<file path="src/rtl/ase_fifo_pkg.sv">
// Shared width helpers and occupancy-flag bundle for the ase FIFO family.
package ase_fifo_pkg;

    typedef struct packed {
        logic full;
        logic alm_full;
        logic empty;
        logic alm_empty;
    } ase_fifo_flags_t;

    // The count needs one bit more than a pointer so it can hold DEPTH itself
    function automatic int ase_fifo_cnt_w(input int depth_base2);
        return depth_base2 + 1;
    endfunction

    function automatic int ase_fifo_ptr_w(input int depth_base2);
        return (depth_base2 < 1) ? 1 : depth_base2;
    endfunction

endpackage

</file>
<file path="src/rtl/ase_fifo_ram.sv">
// Simple dual-port storage: one write port, one registered read port, no reset on contents.
module ase_fifo_ram #(
    parameter int DATA_WIDTH = 64,
    parameter int ADDR_W     = 3
) (
    input  logic                  clk,
    input  logic                  we_i,
    input  logic [ADDR_W-1:0]     waddr_i,
    input  logic [DATA_WIDTH-1:0] wdata_i,
    input  logic                  re_i,
    input  logic [ADDR_W-1:0]     raddr_i,
    output logic [DATA_WIDTH-1:0] rdata_o
);

    logic [DATA_WIDTH-1:0] mem_q [2**ADDR_W];
    logic [DATA_WIDTH-1:0] rdata_q;

    // Read register only loads on a read, so it holds the last word otherwise
    always_ff @(posedge clk) begin
        if (we_i) mem_q[waddr_i] <= wdata_i;
        if (re_i) rdata_q <= mem_q[raddr_i];
    end

    assign rdata_o = rdata_q;

endmodule

</file>
<file path="src/rtl/ase_svfifo_thresh.sv">
// Synchronous FIFO with registered almost-full/almost-empty flags and 1-cycle read latency.
// Define ASE_FIFO_STICKY_ERR_EN to make overflow/underflow sticky until reset.
module ase_svfifo_thresh
    import ase_fifo_pkg::*;
#(
    parameter int DATA_WIDTH      = 64,
    parameter int DEPTH_BASE2     = 3,
    parameter int ALMFULL_THRESH  = (2**DEPTH_BASE2) - 2,
    parameter int ALMEMPTY_THRESH = 2
) (
    input  logic                  clk,
    input  logic                  rst,
    input  logic                  wr_en,
    input  logic [DATA_WIDTH-1:0] data_in,
    input  logic                  rd_en,
    output logic [DATA_WIDTH-1:0] data_out,
    output logic                  data_valid,
    output logic                  full,
    output logic                  alm_full,
    output logic                  empty,
    output logic                  alm_empty,
    output logic [DEPTH_BASE2:0]  count,
    output logic                  overflow,
    output logic                  underflow
);

    localparam int DEPTH = 2**DEPTH_BASE2;
    localparam int CW    = ase_fifo_cnt_w(DEPTH_BASE2);
    localparam int PW    = ase_fifo_ptr_w(DEPTH_BASE2);

    localparam logic [CW-1:0] DEPTH_C = CW'(DEPTH);
    localparam logic [CW-1:0] AF_C    = CW'(ALMFULL_THRESH);
    localparam logic [CW-1:0] AE_C    = CW'(ALMEMPTY_THRESH);

    if (DEPTH_BASE2 < 1 || ALMEMPTY_THRESH < 0 || ALMEMPTY_THRESH >= ALMFULL_THRESH
        || ALMFULL_THRESH > DEPTH) begin : g_bad_params
        $fatal(1, "ase_svfifo_thresh: need DEPTH_BASE2>=1 and 0<=ALMEMPTY_THRESH<ALMFULL_THRESH<=DEPTH");
    end

    logic [PW-1:0]   wr_ptr_q, rd_ptr_q;
    logic [CW-1:0]   count_q, count_d;
    ase_fifo_flags_t flags_q, flags_d;
    logic            valid_q, ovf_q, unf_q, ovf_d, unf_d;
    logic            wr_acc, rd_acc;

    // Acceptance looks only at the occupancy before the edge, so a read never frees
    // room for a same-cycle write and a write never feeds a same-cycle read.
    assign wr_acc = wr_en && !rst && (count_q != DEPTH_C);
    assign rd_acc = rd_en && !rst && (count_q != '0);

    always_comb begin
        count_d           = count_q + CW'(wr_acc) - CW'(rd_acc);
        flags_d.full      = (count_d == DEPTH_C);
        flags_d.alm_full  = (count_d >= AF_C);
        flags_d.empty     = (count_d == '0);
        flags_d.alm_empty = (count_d <= AE_C);
`ifdef ASE_FIFO_STICKY_ERR_EN
        ovf_d = ovf_q || (wr_en && (count_q == DEPTH_C));
        unf_d = unf_q || (rd_en && (count_q == '0));
`else
        ovf_d = wr_en && (count_q == DEPTH_C);
        unf_d = rd_en && (count_q == '0);
`endif
    end

    always_ff @(posedge clk) begin
        if (rst) begin
            wr_ptr_q <= '0;
            rd_ptr_q <= '0;
            count_q  <= '0;
            flags_q  <= '{full: 1'b0, alm_full: 1'b0, empty: 1'b1, alm_empty: 1'b1};
            valid_q  <= 1'b0;
            ovf_q    <= 1'b0;
            unf_q    <= 1'b0;
        end else begin
            if (wr_acc) wr_ptr_q <= wr_ptr_q + 1'b1;
            if (rd_acc) rd_ptr_q <= rd_ptr_q + 1'b1;
            count_q <= count_d;
            flags_q <= flags_d;
            valid_q <= rd_acc;
            ovf_q   <= ovf_d;
            unf_q   <= unf_d;
        end
    end

    ase_fifo_ram #(
        .DATA_WIDTH (DATA_WIDTH),
        .ADDR_W     (PW)
    ) u_ram (
        .clk     (clk),
        .we_i    (wr_acc),
        .waddr_i (wr_ptr_q),
        .wdata_i (data_in),
        .re_i    (rd_acc),
        .raddr_i (rd_ptr_q),
        .rdata_o (data_out)
    );

    assign data_valid = valid_q;
    assign full       = flags_q.full;
    assign alm_full   = flags_q.alm_full;
    assign empty      = flags_q.empty;
    assign alm_empty  = flags_q.alm_empty;
    assign count      = count_q;
    assign overflow   = ovf_q;
    assign underflow  = unf_q;

endmodule

</file>
<file path="config.mk">
export PLATFORM = sky130hd
export DESIGN_NAME = ase_svfifo_thresh
export DESIGN_NICKNAME = d
export VERILOG_FILES = /design/src/rtl/ase_fifo_pkg.sv /design/src/rtl/ase_fifo_ram.sv /design/src/rtl/ase_svfifo_thresh.sv
export SDC_FILE = /design/constraint.sdc
export NUM_CORES = 1
export LEC_CHECK = 0
export ABC_AREA = 1
export CORE_MARGIN = 1.5
export CORE_UTILIZATION = 55
export CTS_BUF_LIST = sky130_fd_sc_hd__clkbuf_4 sky130_fd_sc_hd__clkbuf_8
export CTS_CLUSTER_SIZE = 12
export DETAILED_ROUTE_END_ITERATION = 8
export PLACE_DENSITY = 0.73
export SETUP_SLACK_MARGIN = 0.1
export SYNTH_ARGS = -nofsm -noshare
export SYNTH_HDL_FRONTEND = slang
export SYNTH_SLANG_ARGS = --single-unit
</file>
<file path="constraint.sdc">
create_clock -name clk -period 4.95 [get_ports clk]
set_input_delay 0.495 -clock clk [delete_from_list [all_inputs] [get_ports clk]]
set_output_delay 0.495 -clock clk [all_outputs]
set_load 0.01 [all_outputs]
</file>
==> metrics.md, run 1 <==
| Metric | Value |
|---|---|
| Normalized max-slew margin | a little under a fifth |
| Cell Area, Synth | 0.0232 mm² |
| Post-DR wirelength/cell | ~19 µm |
| Setup TNS | 0 ns |
| Critical path arrival | roughly 3.1 ns |
| Count of pins over their slew limit | 0 |
| Setup violators final | 0 |
| Die outline height | 208 µm |
| Number of buffers inserted by post-CTS setup repair | 0 |
| Overall die area | between 0.04 and 0.05 mm² |
| Final Net Count | 2,109 |
| Dominant cells by area after synthesis | sky130_fd_sc_hd__edfxtp_1 75%, sky130_fd_sc_hd__nor2_1 8.6%, sky130_fd_sc_hd__nand2_1 5.6% |
| Number of inserted diodes | 0 |
| TritonCTS buffer count | just over 90 |
| Total of cells resized after clock tree synthesis | 0 |
| GRT Util Overall | between 20 and 25% |
| Buffer cell driving the clock tree root | sky130_fd_sc_hd__clkbuf_8 |
| Area growth from synthesis to layout | 15.2% |
| Core area | 0.0412 mm² |
| CP max FO | 26 |
| Placer's final routability congestion estimate | slightly below 0.8 |
| Cells along the critical path | inv_1 > ha_1 > nand3_1 > nand2_1 > or2_2 > nor2_4 > buf_4 |
| Cell count after synthesis | 1,875 |
| Cell accounting for the most synthesized area | sky130_fd_sc_hd__edfxtp_1 |
| Tightest Pin Transition | between 1 and 1.5 ns |
| Reg-to-reg critical path endpoint | u_ram.mem_q[4][7]$_DFFE_PP_ |
| Wire length reported by the detailed router | 48,900 µm |
| Number of hold buffers added after cts | 0 |
| Total number of vias | ~14,000 |
| Highest clock frequency the design can meet | 358 MHz |
| Layout Cell Area excl Fill | ~0.027 mm² |
| Setup Crit Path Kind | flop to flop |
| Num Clock Sinks | approximately 600 |
| Type of element capturing the critical path | flop |
| Slack of the worst reg-to-reg path | approximately 2.2 ns |
| Via/cell ratio | roughly 5.4 |
| HPWL reported at the end of detailed placement | 24,800 µm |
| Initial detailed-routing violation count | about 1,100 |
| Setup WS post-layout | 2.15 ns |
| Worst IR Drop VDD | 0.000332 V |
| Share of post-route cells with drive strength above 1 | around 8.7% |
| Initial Utilization | roughly 56% |
| Critical path's slowest cell | sky130_fd_sc_hd__nor2_4 |
| H-Tree Level Count | 3 |
| Number of antenna-violating nets in the routed design | 0 |
| Fin crit share | a little under three fifths |
| Aggregate global routing overflow | 0 |
| Depth of the most critical reg-to-reg path | 7 |
| DIE WIDTH | roughly 210 µm |
| Clock-pin slew of the registers on the worst-case setup and hold paths | 0.06 ns |
| Mean Syn Cell Area | between 10 and 15 µm² |
| Number of iterations in the first detailed-routing pass | 7 |
| Worst hold slack across all endpoints | 0.431 ns |
| Clock latency reported for the late side of the worst-skew pair | 0.66 ns |
| Number of cells traversed by the worst hold path | 3 |
| Start point of the worst hold path | rd_en |
| Proportion of synthesized chip area in sequential cells | 76.2% |
| DRC viols | 0 |
| Final Skew | roughly 0.029 ns |
| Maximum cell stage delay along the critical path | about 0.57 ns |
| Maximum clock insertion buffer count | 3 |
| Pin count of the biggest net entering global routing | approximately 210 |
| TritonCTS clock tree | built |
| Top cell type's share of synthesized area | 74.7% |
| Critical path required time | ~5.2 ns |
| Mapped Nets | 1,952 |
| Crit path max-delay family | simple AND/OR/NAND/NOR gates |
| Setup repair after global routing missed its margin | no |
| Worst hold path endpoint | underflow$_SDFF_PP0_ |
| I/O Pins | around 140 |
| MaxCap Viol Count | 0 |
| Global-route wire length before repair | roughly 77,000 µm |
| Count of standard-cell rows | 74 |
| Cell area after placement | 0.0249 mm² |
| Port buffer count | between 100 and 150 |
| Final Hold Vio Count | 0 |
| Leakage power figure | between 0.009 and 0.01 µW |
| Number of synthesized register bits | 593 |
| Startpoint of the worst-slack reg-to-reg timing path | count[2]$_SDFF_PP0_ |
| Post-placement setup slack | approximately 1.6 ns |
| Number of antenna violations at the first check in global routing | 3 |
| Run status | finished, final reports clean |
| Number of global-route vias before repair | approximately 14,000 |
| Buffers and inverters on the worst path | 2 |
| Kind of start point of the critical path | flop |
| Synth Warn # | 0 |
| Number of distinct library cell variants in the gate-level netlist after synthesis | 22 |
| Class of the tightest hold or removal check | input pin to flop |
| Final critical delay including setup and external delays | roughly 2.8 ns |
| Power per cell area | 442 mW/mm² |
-- sequential cells by signal, indices dropped and copies added (netlist names), 3 cells and up --
name and flops:
rd_ptr_q 3, count 4, wr_ptr_q 3, u_ram.rdata_o 64, u_ram.mem_q 512
-- per-stage QoR --
step	instances	utilization (%)	total power, µW
after floorplan	1875	-	7300
after global placement	2471	60.4	7860
after detailed placement	2471	60.4	7920
after CTS	2634	64.7	11900
after global routing	2634	64.7	12400
final	2634	64.7	11800
-- cells by family after synthesis --
kind of cell	count (synthesis)	synth area share, %
AO/OA/AOI/OAI	260	5.62
XOR/XNOR	3	0.113
adder cells (fa/ha/maj)	9	0.519
buffers and inverters	123	3.13
flip-flops	593	76.2
AND/OR/NAND/NOR	887	14.5
-- placed cells by master, fill, tap and decap left out --
cell type and count:
sky130_fd_sc_hd__xnor2_1 1, sky130_fd_sc_hd__clkinv_2 8, sky130_fd_sc_hd__or2_2 1, sky130_fd_sc_hd__nand2_1 343
sky130_fd_sc_hd__clkinv_1 18, sky130_fd_sc_hd__a21oi_1 3, sky130_fd_sc_hd__nand3_1 9, sky130_fd_sc_hd__edfxtp_1 576
sky130_fd_sc_hd__o21ai_1 217, sky130_fd_sc_hd__dfxtp_1 14, sky130_fd_sc_hd__dfxtp_4 3, sky130_fd_sc_hd__bufinv_16 2
sky130_fd_sc_hd__fa_1 1, sky130_fd_sc_hd__inv_1 20, sky130_fd_sc_hd__o21ai_0 40, sky130_fd_sc_hd__buf_4 18
sky130_fd_sc_hd__clkinvlp_4 1, sky130_fd_sc_hd__nor2_4 8, sky130_fd_sc_hd__buf_12 3, sky130_fd_sc_hd__inv_6 4
sky130_fd_sc_hd__clkbuf_8 96, sky130_fd_sc_hd__nor2_1 523, sky130_fd_sc_hd__nor3_1 3, sky130_fd_sc_hd__inv_2 1
sky130_fd_sc_hd__clkbuf_4 36, sky130_fd_sc_hd__inv_4 1, sky130_fd_sc_hd__clkdlybuf4s50_1 142, sky130_fd_sc_hd__ha_1 8
sky130_fd_sc_hd__xor2_1 2
-- metal layers --
metal | up-vias | wire (µm) | global-route usage (%) | part of all wire [%]
met3 | 90 | 3200 | 4.86 | 6.5
met5 | - | 46 | 0 | 0.094
met2 | 485 | 23800 | 37.5 | 49
li1 | 6763 | - | - | -
met4 | 6 | 1090 | 8.71 | 2.2
met1 | 6775 | 20700 | 30.3 | 42
-- worst reg2reg max path, stage by stage, from the launching register on --
cell                      delay (ns)
sky130_fd_sc_hd__dfxtp_1        0.33
sky130_fd_sc_hd__inv_1          0.08
sky130_fd_sc_hd__ha_1           0.21
sky130_fd_sc_hd__nand3_1        0.11
sky130_fd_sc_hd__nand2_1        0.15
sky130_fd_sc_hd__or2_2          0.42
sky130_fd_sc_hd__nor2_4         0.57
sky130_fd_sc_hd__buf_4          0.53
-- cell usage after synthesis, drive strengths merged --
| library cell | n |
|---|---|
| a21oi | 3 |
| buf | 88 |
| clkbuf | 11 |
| dfxtp | 17 |
| edfxtp | 576 |
| fa | 1 |
| ha | 8 |
| inv | 24 |
| nand2 | 343 |
| nand3 | 9 |
| nor2 | 531 |
| nor3 | 3 |
| o21ai | 257 |
| or2 | 1 |
| xnor2 | 1 |
| xor2 | 2 |
-- cell type report --
| class | instances | area, µm² |
|---|---|---|
| repair buffers | 163 | 1620 |
| well taps | 532 | 666 |
| inverters | 24 | 98.8 |
| clock inverters | 31 | 196 |
| flip-flops and latches | 593 | 17600 |
| multi-input cells | 1159 | 4850 |
| fillers | 2912 | 14500 |
| clock buffers | 132 | 1590 |
-- how the worst max path moves through the flow --
| stage | startpoint | endpoint | slack (ns) | cells after the start |
|---|---|---|---|---|
| floorplan | count[2]$_SDFF_PP0_ | u_ram.mem_q[0][0]$_DFFE_PP_ | 0.64 | 6 |
| global placement | rst | u_ram.mem_q[4][7]$_DFFE_PP_ | 1.63 | 6 |
| detailed placement | rst | u_ram.mem_q[4][7]$_DFFE_PP_ | 1.60 | 6 |
| CTS | count[2]$_SDFF_PP0_ | u_ram.mem_q[4][7]$_DFFE_PP_ | 2.14 | 7 |
| global route | count[2]$_SDFF_PP0_ | u_ram.mem_q[4][10]$_DFFE_PP_ | 1.93 | 7 |
| finish | count[2]$_SDFF_PP0_ | u_ram.mem_q[4][7]$_DFFE_PP_ | 2.15 | 7 |
-- report_power, final --
group          leakage, µW  internal (µW)  switching, µW
registers          0.00535           5830            125
logic              0.00330            671           1190
clock network     0.000953           2170           1810
(Power assumes the default switching activity.)
==> inputs of run 2 (changes only) <==
--- a/config.mk
+++ b/config.mk
@@ -11,7 +11,7 @@
 export CTS_BUF_LIST = sky130_fd_sc_hd__clkbuf_4 sky130_fd_sc_hd__clkbuf_8
 export CTS_CLUSTER_SIZE = 12
 export DETAILED_ROUTE_END_ITERATION = 8
-export PLACE_DENSITY = 0.73
+export PLACE_DENSITY = 0.76
 export SETUP_SLACK_MARGIN = 0.1
 export SYNTH_ARGS = -nofsm -noshare
 export SYNTH_HDL_FRONTEND = slang
==> constraint.sdc (replaced) <==
create_clock -name clk -period 2.5 [get_ports clk]
set_input_delay 0.25 -clock clk [delete_from_list [all_inputs] [get_ports clk]]
set_output_delay 0.25 -clock clk [all_outputs]
set_load 0.01 [all_outputs]
==> run 2 against run 1 <==
Against the previous run: design area up 1.9%; sequential share of layout area is 1.2 points lower; register-to-register slack worse by 2.0 ns; combinational power up 120%; die area unchanged; largest power group unchanged; highest routed layer unchanged; count of clock-buffer cells in the layout shrank 1.
==> metrics.md, run 2 (same netlist as run 1, synthesis figures left out) <==
| Metric | Value |
|---|---|
| TritonCTS buffer count | 93 (was 91) |
| H-Tree Level Count | 3 (unchanged) |
| Number of iterations in the first detailed-routing pass | 5 (was 7) |
| Final critical delay including setup and external delays | 2.31 ns (was 2.80 ns) |
| Power per cell area | 872 mW/mm² (was 442 mW/mm²) |
| Number of global-route vias before repair | 14,500 (was 14,300) |
| Final Net Count | 2,136 (was 2,109) |
| Port buffer count | 142 (unchanged) |
| I/O Pins | 143 (unchanged) |
| Sequential group share of total power | 49.4% (was 50.5%) |
| Num Clock Sinks | 593 (unchanged) |
| Maximum clock insertion buffer count | 3 (unchanged) |
| Fin crit share | 92.3% (was 56.5%) |
| Pin count of the biggest net entering global routing | 103 (was 211) |
| HPWL reported at the end of detailed placement | 27,400 µm (was 24,800 µm) |
| Number of hold buffers added after cts | 0 (unchanged) |
| Start point of the worst hold path | wr_en (was rd_en) |
| Critical path arrival | 2.86 ns (was 3.07 ns) |
| Post-DR wirelength/cell | 18.3 µm (was 18.6 µm) |
| Startpoint of the worst-slack reg-to-reg timing path | count[2]$_SDFF_PP0_ (unchanged) |
| Normalized max-slew margin | 28.0% (was 18.8%) |
| Leakage power figure | 0.00980 µW (was 0.00960 µW) |
| Area growth from synthesis to layout | 17.4% (was 15.2%) |
| Max reg flops | 512 (unchanged) |
| Share of post-route cells with drive strength above 1 | 10.7% (was 8.66%) |
| Wire length reported by the detailed router | 48,700 µm (was 48,900 µm) |
| Depth of the most critical reg-to-reg path | 14 (was 7) |
| Buffer cell driving the clock tree root | sky130_fd_sc_hd__clkbuf_8 (unchanged) |
| TritonCTS clock tree | built (unchanged) |
| Setup repair after global routing missed its margin | yes (was no) |
| Tightest Pin Transition | 1.08 ns (was 1.22 ns) |
| Initial Utilization | 56.2% (unchanged) |
| Count of standard-cell rows | 74 (unchanged) |
| Final core utilization | 66.0% (was 64.7%) |
| Kind of start point of the critical path | flop (unchanged) |
| Final Skew | 0.0336 ns (was 0.0285 ns) |
| Aggregate global routing overflow | 0 (unchanged) |
| Net switching component of the power | 6320 µW (was 3130 µW) |
| Highest clock frequency the design can meet | 433 MHz (was 358 MHz) |
| GRT Util Overall | 22.7% (was 22.9%) |
| Placer's final routability congestion estimate | 0.777 (was 0.770) |
| Setup TNS | 0 ns (unchanged) |
| Via/cell ratio | 5.41 (was 5.36) |
| DIE WIDTH | 208 µm (unchanged) |
| Total number of vias | 14,400 (was 14,100) |
| Internal Pwr Total | 17,400 µW (was 8670 µW) |
| Clock network fraction of total power | 33.3% (was 33.7%) |
| MaxCap Viol Count | 0 (unchanged) |
| Overall die area | 0.0433 mm² (unchanged) |
| Setup violators final | 0 (unchanged) |
| Most flops, register | u_ram.mem_q (unchanged) |
| Clock latency reported for the late side of the worst-skew pair | 0.66 ns (about the same) |
| Total of fill cells in the finished design | 2,834 (was 2,912) |
| Number of antenna violations at the first check in global routing | 1 (was 3) |
| Worst IR Drop VDD | 0.000775 V (was 0.000332 V) |
| Setup Crit Path Kind | flop to flop (unchanged) |
| DRC viols | 0 (unchanged) |
| Most common cell after layout, fill and taps aside | sky130_fd_sc_hd__edfxtp_1 (unchanged) |
| Initial detailed-routing violation count | 1,295 (was 1,116) |
| Clock-pin slew of the registers on the worst-case setup and hold paths | 0.06 ns (about the same) |
| Startpoint of the most critical setup path | count[2]$_SDFF_PP0_ (unchanged) |
| Count of pins over their slew limit | 0 (unchanged) |
| Class of the tightest hold or removal check | input pin to flop (unchanged) |
| Global-route wire length before repair | 76,600 µm (was 76,800 µm) |
| Number of antenna-violating nets in the routed design | 0 (unchanged) |
| CP max FO | 3 (was 26) |
| Core area | 0.0412 mm² (unchanged) |
| Final Hold Vio Count | 0 (unchanged) |
| Type of element capturing the critical path | flop (unchanged) |
| Die outline height | 208 µm (unchanged) |
| Commonest cells after routing, fill and taps aside | 576 x sky130_fd_sc_hd__edfxtp_1, 523 x sky130_fd_sc_hd__nor2_1, 340 x sky130_fd_sc_hd__nand2_1, 217 x sky130_fd_sc_hd__o21ai_1, 142 x sky130_fd_sc_hd__clkdlybuf4s50_1 (was 576 x sky130_fd_sc_hd__edfxtp_1, 523 x sky130_fd_sc_hd__nor2_1, 343 x sky130_fd_sc_hd__nand2_1, 217 x sky130_fd_sc_hd__o21ai_1, 142 x sky130_fd_sc_hd__clkdlybuf4s50_1) |
| Run status | finished, final reports clean (unchanged) |
| Critical path required time | 3.05 ns (was 5.22 ns) |
| Sw Ratio | 26.7% (was 26.5%) |
| Number of cells traversed by the worst hold path | 3 (unchanged) |
| Comb power frac | 17.3% (was 15.8%) |
==> run 2: changes by cell type in the layout (fill, tap and decap cells not counted), sizes merged <==
cell / before / now
buf: 21 / 46
clkinvlp: 1 / 3
clkbuf: 132 / 131
clkinv: 26 / 27
diode: 0 / 1
inv: 26 / 25
==> run 2: final timing paths <==
path,end,slack [ns]
worst max register to register,empty$_SDFF_PP1_,0.19
worst max-delay path,empty$_SDFF_PP1_,0.19
worst min-delay path,overflow$_SDFF_PP0_,0.15
worst min register to register,wr_ptr_q[1]$_SDFFE_PP0P_,0.55
==> run 2: area by class of cell <==
type	instances	area, µm²	area share, %
Timing Repair Buffer	188	2030	7.47
Clock inverter	33	205	0.755
Sequential cell	593	17700	64.9
Clock buffer	131	1600	5.87
Inverter	24	104	0.382
Multi-Input combinational cell	1159	4930	18.1
Tap cell	532	666	2.45
Antenna cell	1	2.50	0.00920
==> run 2: worst max-delay path, stage by stage (launching register included) <==
cell and delay, ns:
sky130_fd_sc_hd__dfxtp_2 0.33, sky130_fd_sc_hd__inv_2 0.08, sky130_fd_sc_hd__ha_4 0.13, sky130_fd_sc_hd__nand3_2 0.09, sky130_fd_sc_hd__nand2_2 0.11, sky130_fd_sc_hd__clkinvlp_4 0.11, sky130_fd_sc_hd__ha_4 0.28, sky130_fd_sc_hd__inv_2 0.04
sky130_fd_sc_hd__ha_4 0.15, sky130_fd_sc_hd__fa_2 0.55, sky130_fd_sc_hd__inv_2 0.05, sky130_fd_sc_hd__nand3_1 0.11, sky130_fd_sc_hd__nand2_1 0.07, sky130_fd_sc_hd__nand2_1 0.08, sky130_fd_sc_hd__inv_1 0.04
==> run 2: power groups by stage <==
stage          combinational (µW)  sequential (µW)  clock (µW)
3_3_place_gp                 3880            11900           0
3_5_place_dp                 4000            11900           0
2_1_floorplan                2520            12000           0
4_1_cts                      4030            11700        8040
6_report                     4090            11700        7900
5_1_grt                      4560            11800        8450
==> run 2: per-stage QoR <==
| stage | instances | instance area [µm²] | hold WS (ns) | setup slack [ns] | total power (µW) |
|---|---|---|---|---|---|
| after global placement | 2492 | 25300 | 0.496 | 0.0386 | 15800 |
| after detailed placement | 2492 | 25300 | 0.536 | -0.00362 | 15900 |
| final | 2661 | 27200 | 0.147 | 0.193 | 23700 |
| after global routing | 2660 | 27200 | 0.157 | 0.0551 | 24800 |
| after CTS | 2656 | 27100 | 0.0964 | 0.160 | 23800 |
| after floorplan | 1875 | 23300 | 0.349 | -0.775 | 14500 |
==> run 2: repair_timing <==
item | 4_1_cts | 5_1_grt
endpoints found under the setup margin | 0 | 2
buffers inserted | 0 | 4
resized for setup | 0 | 4
hold endpoints to repair | 0 | 0
==> run 2: routing by layer <==
layer	share of wire (%)	up-vias	wire length [µm]	track usage (%)
li1	-	6810	-	-
met1	42	6992	20500	30.1
met2	49	524	23800	37.3
met3	6.8	78	3320	5.16
met4	2.1	2	1020	7.45
met5	0.027	-	13	0
